[config.mk]
export PLATFORM = sky130hd
export DESIGN_NAME = opl3_sample_scheduler
export DESIGN_NICKNAME = d
export VERILOG_FILES = /design/src/rtl/opl3_pkg.sv /design/src/rtl/opl3_sample_scheduler_frac_clk_en.sv /design/src/rtl/opl3_sample_scheduler.sv
export SDC_FILE = /design/constraint.sdc
export NUM_CORES = 1
export LEC_CHECK = 0
export ABC_AREA = 0
export ABC_CLOCK_PERIOD_IN_PS = 9200
export BUFFER_PORTS_ARGS = -buffer_cell sky130_fd_sc_hd__buf_2
export CAP_MARGIN = 10
export CORE_ASPECT_RATIO = 1.4
export CORE_MARGIN = 3
export CORE_UTILIZATION = 50
export DETAILED_ROUTE_END_ITERATION = 8
export PLACE_DENSITY = 0.69
export REMOVE_ABC_BUFFERS = 1
export SKIP_CTS_REPAIR_TIMING = 1
export SLEW_MARGIN = 20
export SYNTH_ARGS = -nofsm -noshare
export SYNTH_HDL_FRONTEND = slang
export SYNTH_SLANG_ARGS = --single-unit
[constraint.sdc]
create_clock -name clk -period 9.2 [get_ports clk]
set_input_delay 0.92 -clock clk [delete_from_list [all_inputs] [get_ports clk]]
set_output_delay 0.92 -clock clk [all_outputs]
set_load 0.01 [all_outputs]
[src/rtl/opl3_pkg.sv]
// Shared OPL3 constants, scheduler state encoding and saturating-counter helpers.
package opl3_pkg;

    localparam longint unsigned OPL3_MASTER_CLK_HZ = 64'd14_318_180;
    localparam longint unsigned OPL3_CLK_DIV       = 64'd288;

    typedef enum logic [1:0] {
        ST_IDLE      = 2'd0,
        ST_WAIT_TICK = 2'd1,
        ST_RUN       = 2'd2,
        ST_PAUSED    = 2'd3
    } sched_state_e;

    function automatic logic [7:0] sat_inc8(input logic [7:0] v);
        return (v == 8'hFF) ? v : v + 8'd1;
    endfunction

    function automatic logic [15:0] sat_inc16(input logic [15:0] v);
        return (v == 16'hFFFF) ? v : v + 16'd1;
    endfunction

endpackage

[src/rtl/opl3_sample_scheduler_frac_clk_en.sv]
// Fractional clock enable: adds INCREMENT every running cycle and flags each wrap
// of the accumulator past MODULUS, giving an average tick rate of INCREMENT/MODULUS.
module frac_clk_en #(
    parameter longint unsigned INCREMENT = 64'd1,
    parameter longint unsigned MODULUS   = 64'd2,
    parameter int unsigned     WIDTH     = 32'd34
) (
    input  logic clk_i,
    input  logic reset_i,
    input  logic run_i,
    input  logic clear_i,
    output logic tick_o
);

    localparam int unsigned W1 = WIDTH + 32'd1;
    localparam logic [WIDTH:0] INC_C = W1'(INCREMENT);
    localparam logic [WIDTH:0] MOD_C = W1'(MODULUS);

    if (INCREMENT >= MODULUS) begin : g_bad_ratio
        $error("frac_clk_en: INCREMENT must be smaller than MODULUS");
    end
    if ((MODULUS >> WIDTH) != 64'd0) begin : g_bad_width
        $error("frac_clk_en: WIDTH too small to hold MODULUS");
    end

    logic [WIDTH-1:0] acc_q;
    logic [WIDTH-1:0] acc_d;
    logic [WIDTH:0]   sum_s;

    // Next accumulator value and wrap detection; one extra bit keeps the sum exact.
    always_comb begin
        sum_s  = {1'b0, acc_q} + INC_C;
        acc_d  = acc_q;
        tick_o = 1'b0;
        if (clear_i) begin
            acc_d = '0;
        end else if (run_i) begin
            if (sum_s >= MOD_C) begin
                acc_d  = WIDTH'(sum_s - MOD_C);
                tick_o = 1'b1;
            end else begin
                acc_d = sum_s[WIDTH-1:0];
            end
        end else begin
            acc_d = acc_q;
        end
    end

    // Accumulator register.
    always_ff @(posedge clk_i) begin
        if (reset_i) begin
            acc_q <= '0;
        end else begin
            acc_q <= acc_d;
        end
    end

endmodule

[src/rtl/opl3_sample_scheduler.sv]
// Issues the per-sample start pulse at the OPL3 native rate, tracks sample completion,
// overruns and worst-case latency, and offers a pause handshake at sample boundaries.
module opl3_sample_scheduler
    import opl3_pkg::*;
#(
    parameter longint unsigned CLK_HZ    = 64'd50_000_000,
    parameter longint unsigned MASTER_HZ = OPL3_MASTER_CLK_HZ,
    parameter int unsigned     ACC_WIDTH = 32'd34
) (
    input  logic        clk,
    input  logic        reset,
    input  logic        enable,
    input  logic        pause_req,
    input  logic        clear_stats,
    input  logic        sample_valid,
    output logic        sample_clk_en,
    output logic        busy,
    output logic        pause_ack,
    output logic        overrun,
    output logic [7:0]  overrun_count,
    output logic [15:0] sample_count,
    output logic [15:0] max_latency
);

    sched_state_e state_q, state_d;
    logic         tick_s;
    logic         acc_clear_s;
    logic         pulse_s;
    logic         ovr_event_s;
    logic         complete_s;

    logic         sample_clk_en_q;
    logic         busy_q;
    logic         pause_ack_q;
    logic         overrun_q, overrun_d;
    logic [7:0]   overrun_count_q, overrun_count_d;
    logic [15:0]  sample_count_q, sample_count_d;
    logic [15:0]  max_latency_q, max_latency_d;
    logic [15:0]  latency_q, latency_d;
    logic [7:0]   ovr_cnt_base_s;
    logic [15:0]  max_lat_base_s;

    // The accumulator only starts once the FSM has left IDLE, so phase restarts from zero.
    assign acc_clear_s = !enable || (state_q == ST_IDLE);

    frac_clk_en #(
        .INCREMENT (MASTER_HZ),
        .MODULUS   (CLK_HZ * OPL3_CLK_DIV),
        .WIDTH     (ACC_WIDTH)
    ) u_frac_clk_en (
        .clk_i   (clk),
        .reset_i (reset),
        .run_i   (enable),
        .clear_i (acc_clear_s),
        .tick_o  (tick_s)
    );

    // Sequencing: decide next state and which sample events happen this cycle.
    always_comb begin
        state_d     = state_q;
        pulse_s     = 1'b0;
        ovr_event_s = 1'b0;
        complete_s  = 1'b0;
        if (!enable) begin
            state_d = ST_IDLE;
        end else begin
            case (state_q)
                ST_IDLE: state_d = ST_WAIT_TICK;
                ST_WAIT_TICK: begin
                    if (pause_req) begin
                        state_d = ST_PAUSED;
                    end else if (tick_s) begin
                        pulse_s = 1'b1;
                        state_d = ST_RUN;
                    end else begin
                        state_d = ST_WAIT_TICK;
                    end
                end
                ST_RUN: begin
                    if (sample_valid) begin
                        complete_s = 1'b1;
                        if (pause_req) begin
                            state_d = ST_PAUSED;
                        end else if (tick_s) begin
                            pulse_s = 1'b1;
                            state_d = ST_RUN;
                        end else begin
                            state_d = ST_WAIT_TICK;
                        end
                    end else if (tick_s) begin
                        ovr_event_s = 1'b1;
                        pulse_s     = 1'b1;
                        state_d     = ST_RUN;
                    end else begin
                        state_d = ST_RUN;
                    end
                end
                ST_PAUSED: state_d = pause_req ? ST_PAUSED : ST_WAIT_TICK;
                default:   state_d = ST_IDLE;
            endcase
        end
    end

    // Statistics: clear_stats zeroes the base, then this cycle's events apply on top.
    always_comb begin
        ovr_cnt_base_s  = clear_stats ? 8'd0 : overrun_count_q;
        max_lat_base_s  = clear_stats ? 16'd0 : max_latency_q;
        overrun_d       = ovr_event_s ? 1'b1 : (clear_stats ? 1'b0 : overrun_q);
        overrun_count_d = ovr_event_s ? sat_inc8(ovr_cnt_base_s) : ovr_cnt_base_s;
        if (complete_s && (latency_q > max_lat_base_s)) begin
            max_latency_d = latency_q;
        end else begin
            max_latency_d = max_lat_base_s;
        end
        sample_count_d = pulse_s ? sample_count_q + 16'd1 : sample_count_q;
        if (pulse_s) begin
            latency_d = 16'd0;
        end else if (enable && (state_q == ST_RUN)) begin
            latency_d = sat_inc16(latency_q);
        end else begin
            latency_d = latency_q;
        end
    end

    // State and output registers.
    always_ff @(posedge clk) begin
        if (reset) begin
            state_q         <= ST_IDLE;
            sample_clk_en_q <= 1'b0;
            busy_q          <= 1'b0;
            pause_ack_q     <= 1'b0;
            overrun_q       <= 1'b0;
            overrun_count_q <= 8'd0;
            sample_count_q  <= 16'd0;
            max_latency_q   <= 16'd0;
            latency_q       <= 16'd0;
        end else begin
            state_q         <= state_d;
            sample_clk_en_q <= pulse_s;
            busy_q          <= (state_d == ST_RUN);
            pause_ack_q     <= (state_q == ST_PAUSED);
            overrun_q       <= overrun_d;
            overrun_count_q <= overrun_count_d;
            sample_count_q  <= sample_count_d;
            max_latency_q   <= max_latency_d;
            latency_q       <= latency_d;
        end
    end

    assign sample_clk_en = sample_clk_en_q;
    assign busy          = busy_q;
    assign pause_ack     = pause_ack_q;
    assign overrun       = overrun_q;
    assign overrun_count = overrun_count_q;
    assign sample_count  = sample_count_q;
    assign max_latency   = max_latency_q;

endmodule

==> impl_metrics.toml <==
[run_status]
run_status = "finished, final reports clean"

[floorplan]
design.die.area_sq_mm = 0.0137
chipWidth_um = 99.9
core-area_sq_mm = 0.0119
initial_utilization_pct = 51.7
vertical_die_dimension_um = 137
i_o_pin_total = 50
num_rows = 47

[timing]
setup_viol = 0
max_clock_freq_mhz = 220
final.setup_skew_ns = 0.00902
timing_max_transition_violations_final = 0
post-route-period-util_pct = 49.4
max_slew_margin_pct = 46.8
finalHoldViolations = 0
setup-tns-final_ns = 0
tightestPinTransition_ns = 0.797
rsz0062_at_grt = "false"
fin_crit_ns = 4.55
hold_slack_ns = 0.505

[placed_design]
detailed_place.area_sq_mm = 0.00642
hpwl_um = 11700
placedCellCount = 899
place.port_buffers = 49
place.gp.congestion = 0.919

[critical_path]
capture_point_of_the_worst_reg_to_reg_path = "latency_q[1]"
cp-end-kind = "flop"
worst-path-max-fanout = 16
worst_r2r_startpoint = "u_frac_clk_en.acc_q[2]"
timing.setup.critical_path_class = "reg2reg"
timing.critical_path.required_ns = 9.40
rr_worst_depth = 15
worst-endpoint-arrival_ns = 4.75
worstSetupEndpoint = "latency_q[1]"
startpoint = "u_frac_clk_en.acc_q[2]"
rrSetupSlack_ns = 4.65
cp-start-kind = "flop"

[global_routing]
gr-total-overflow = 0
met3_usage_pct = 2.74
grt_start_max_net_pins = 45
first_global_vias = 5485
grt.busiest_layer = "met2"
gr-usage-met2_pct = 44.8
number_of_antenna_violations_at_the_first_check_in_global_routing = 0
grt.met1_usage_pct = 25.7
grtUsageTotal_pct = 23.5
first_pass_grt_wire_length_um = 26100

[clock_tree]
clock_tree_from_tritoncts = "yes"
clock_tree.root_cell = "sky130_fd_sc_hd__clkbuf_16"
ctsHtreeMaxLevel = 3
cts_inserted_buffers = 9
cts-root-to-sink-buffers = 2
reg_clk_slew_reported_paths_ns = 0.07
tritoncts_num_sinks = 94
clk_latency_ns = 0.34

[synth]
postSynthAreaPerCell_sq_um = 8.32
ys_top_cells_by_area = "sky130_fd_sc_hd__dfxtp_1, sky130_fd_sc_hd__xnor2_1, sky130_fd_sc_hd__ha_1"
synth-seq-cells = 94
count_of_flip_flops_with_a_built_in_enable_after_synthesis = 0
synth_cell_types = 83
synth_common_cells = "sky130_fd_sc_hd__dfxtp_1, sky130_fd_sc_hd__nor2_1, sky130_fd_sc_hd__nand2_1"
synth_most_common_cell = "sky130_fd_sc_hd__dfxtp_1"
syn_area_sq_mm = 0.00617
fraction_of_registers_with_async_set_or_reset_after_synthesis_pct = 0
synth_top_area_share_pct = 30.5
synth.yosys.seq_area_share_pct = 30.5
syn-instance-count = 742
synthesis.yosys.warnings = 0
synth_top_cell_by_area = "sky130_fd_sc_hd__dfxtp_1"
yosys_most_used_dff = "sky130_fd_sc_hd__dfxtp_1"

[power]
cellPowerDensity_mw_per_mm2 = 127
irDropWorstVdd_v = 0.0000996
total_leakage_power_nw = 2.58
power.total_uw = 857

[detailed_routing]
post-route-drc-count = 0
drt_iter0_drc = 287
route.detailed.wl_per_inst_um = 17.1
antenna_violating_nets_post_route = 0
first_pass_iters = 4
post_drt_via_cell_ratio = 6.04
via_count = 5513
postRouteWirelength_um = 15600

[flow_run]
cap_viol_max_count = 0

[layout]
layout-area-overhead-vs-synth_pct = 9.22
layout-drive-gt1-share_pct = 14.6
antenna_cells_inserted = 0
fin_cells = 913
fin_area_sq_mm = 0.00674
final_net_count = 796

[worst_hold_path]
worst_hold_path.num_cells = 2
hp-class = "reg2reg"
layer usage:
layer | routed length [um] | vias up
met5 | 0 | -
met2 | 8490 | 107
met3 | 412 | 33
li1 | - | 2727
met1 | 6180 | 2646
met4 | 522 | 0
layout make-up:
type                    instances  area, sq um
flip-flops and latches         94         1880
clock inverters                 5         85.1
clock buffers                   9          225
well taps                     147          184
multi-input cells             577         3990
inverters                      29          109
repair buffers                 52          268
fillers                      1119         5200
state kept, by name (all words and copies together) (netlist names):
name / flops
sample_count: 16
overrun: 1
busy: 1
u_frac_clk_en.acc_q: 32
max_latency: 16
overrun_count: 8
state_q: 2
latency_q: 16
pause_ack: 1
sample_clk_en: 1
how the worst min path moves through the flow:
| stage | slack, ns | from | end |
|---|---|---|---|
| finish | 0.51 | overrun | overrun |
| detailed placement | 0.49 | overrun | overrun |
| CTS | 0.50 | overrun | overrun |
| global placement | 0.47 | u_frac_clk_en.acc_q[2] | u_frac_clk_en.acc_q[2] |
| global route | 0.52 | overrun | overrun |
| floorplan | 0.46 | u_frac_clk_en.acc_q[2] | u_frac_clk_en.acc_q[2] |
report_power, final:
part / switching, mW / internal [mW] / leakage, nW
registers: 0.00417 / 0.409 / 0.758
clock network: 0.159 / 0.237 / 0.148
logic: 0.0327 / 0.0155 / 1.68
placed cells by master, fill, tap and decap left out, types with 7 or more instances in the layout:
cell | Yosys | final
sky130_fd_sc_hd__a21oi_1 | 41 | 40
sky130_fd_sc_hd__buf_2 | 6 | 49
sky130_fd_sc_hd__nor3b_1 | 8 | 8
sky130_fd_sc_hd__a211oi_1 | 10 | 10
sky130_fd_sc_hd__o21ai_0 | 23 | 23
sky130_fd_sc_hd__xor2_1 | 11 | 11
sky130_fd_sc_hd__and3_1 | 13 | 13
sky130_fd_sc_hd__nand2b_1 | 12 | 12
sky130_fd_sc_hd__nand4_1 | 17 | 17
sky130_fd_sc_hd__mux2_2 | 8 | 8
sky130_fd_sc_hd__nor2_1 | 83 | 83
sky130_fd_sc_hd__nor4_1 | 13 | 13
sky130_fd_sc_hd__nand3_1 | 24 | 24
sky130_fd_sc_hd__inv_1 | 28 | 28
sky130_fd_sc_hd__nor2b_1 | 14 | 14
sky130_fd_sc_hd__dfxtp_1 | 94 | 94
sky130_fd_sc_hd__xnor2_1 | 44 | 44
sky130_fd_sc_hd__a31oi_1 | 14 | 14
sky130_fd_sc_hd__mux2i_1 | 10 | 10
sky130_fd_sc_hd__and2_1 | 8 | 8
sky130_fd_sc_hd__nor3_1 | 9 | 9
sky130_fd_sc_hd__or3_1 | 8 | 8
sky130_fd_sc_hd__ha_1 | 27 | 27
sky130_fd_sc_hd__clkbuf_16 | 0 | 9
sky130_fd_sc_hd__a41o_1 | 7 | 7
sky130_fd_sc_hd__nand2_1 | 58 | 57
sky130_fd_sc_hd__a21o_1 | 7 | 7
metrics by stage:
step,utilization [%],setup WS [ns]
6_report,56.5,4.65
5_1_grt,56.5,4.16
4_1_cts,56.4,4.60
3_5_place_dp,53.8,4.56
3_3_place_gp,53.8,4.67
2_1_floorplan,-,4.98
logic make-up after synthesis:
| group | after synthesis | synth area share [%] |
|---|---|---|
| compound gates | 176 | 22.1 |
| xor+xnor | 56 | 8.07 |
| fa+ha+maj | 27 | 5.47 |
| buf+inv | 71 | 5.11 |
| flops | 94 | 30.5 |
| mux | 20 | 3.45 |
| simple gates | 298 | 25.3 |
worst max-delay path, cell delays in order (launching register included):
cell and delay, ns:
sky130_fd_sc_hd__dfxtp_1 0.36, sky130_fd_sc_hd__ha_1 0.28, sky130_fd_sc_hd__a211oi_1 0.57, sky130_fd_sc_hd__o21ai_0 0.20, sky130_fd_sc_hd__xor2_1 0.24, sky130_fd_sc_hd__inv_1 0.09, sky130_fd_sc_hd__ha_1 0.15, sky130_fd_sc_hd__o2111ai_1 0.10
sky130_fd_sc_hd__nor4_1 0.42, sky130_fd_sc_hd__nand4_1 0.20, sky130_fd_sc_hd__nor4_2 0.27, sky130_fd_sc_hd__o21ai_2 0.22, sky130_fd_sc_hd__buf_4 0.27, sky130_fd_sc_hd__a211oi_4 0.38, sky130_fd_sc_hd__or2_1 0.53, sky130_fd_sc_hd__nor2_1 0.11
No activity file was read; power rests on OpenSTA's default activity.
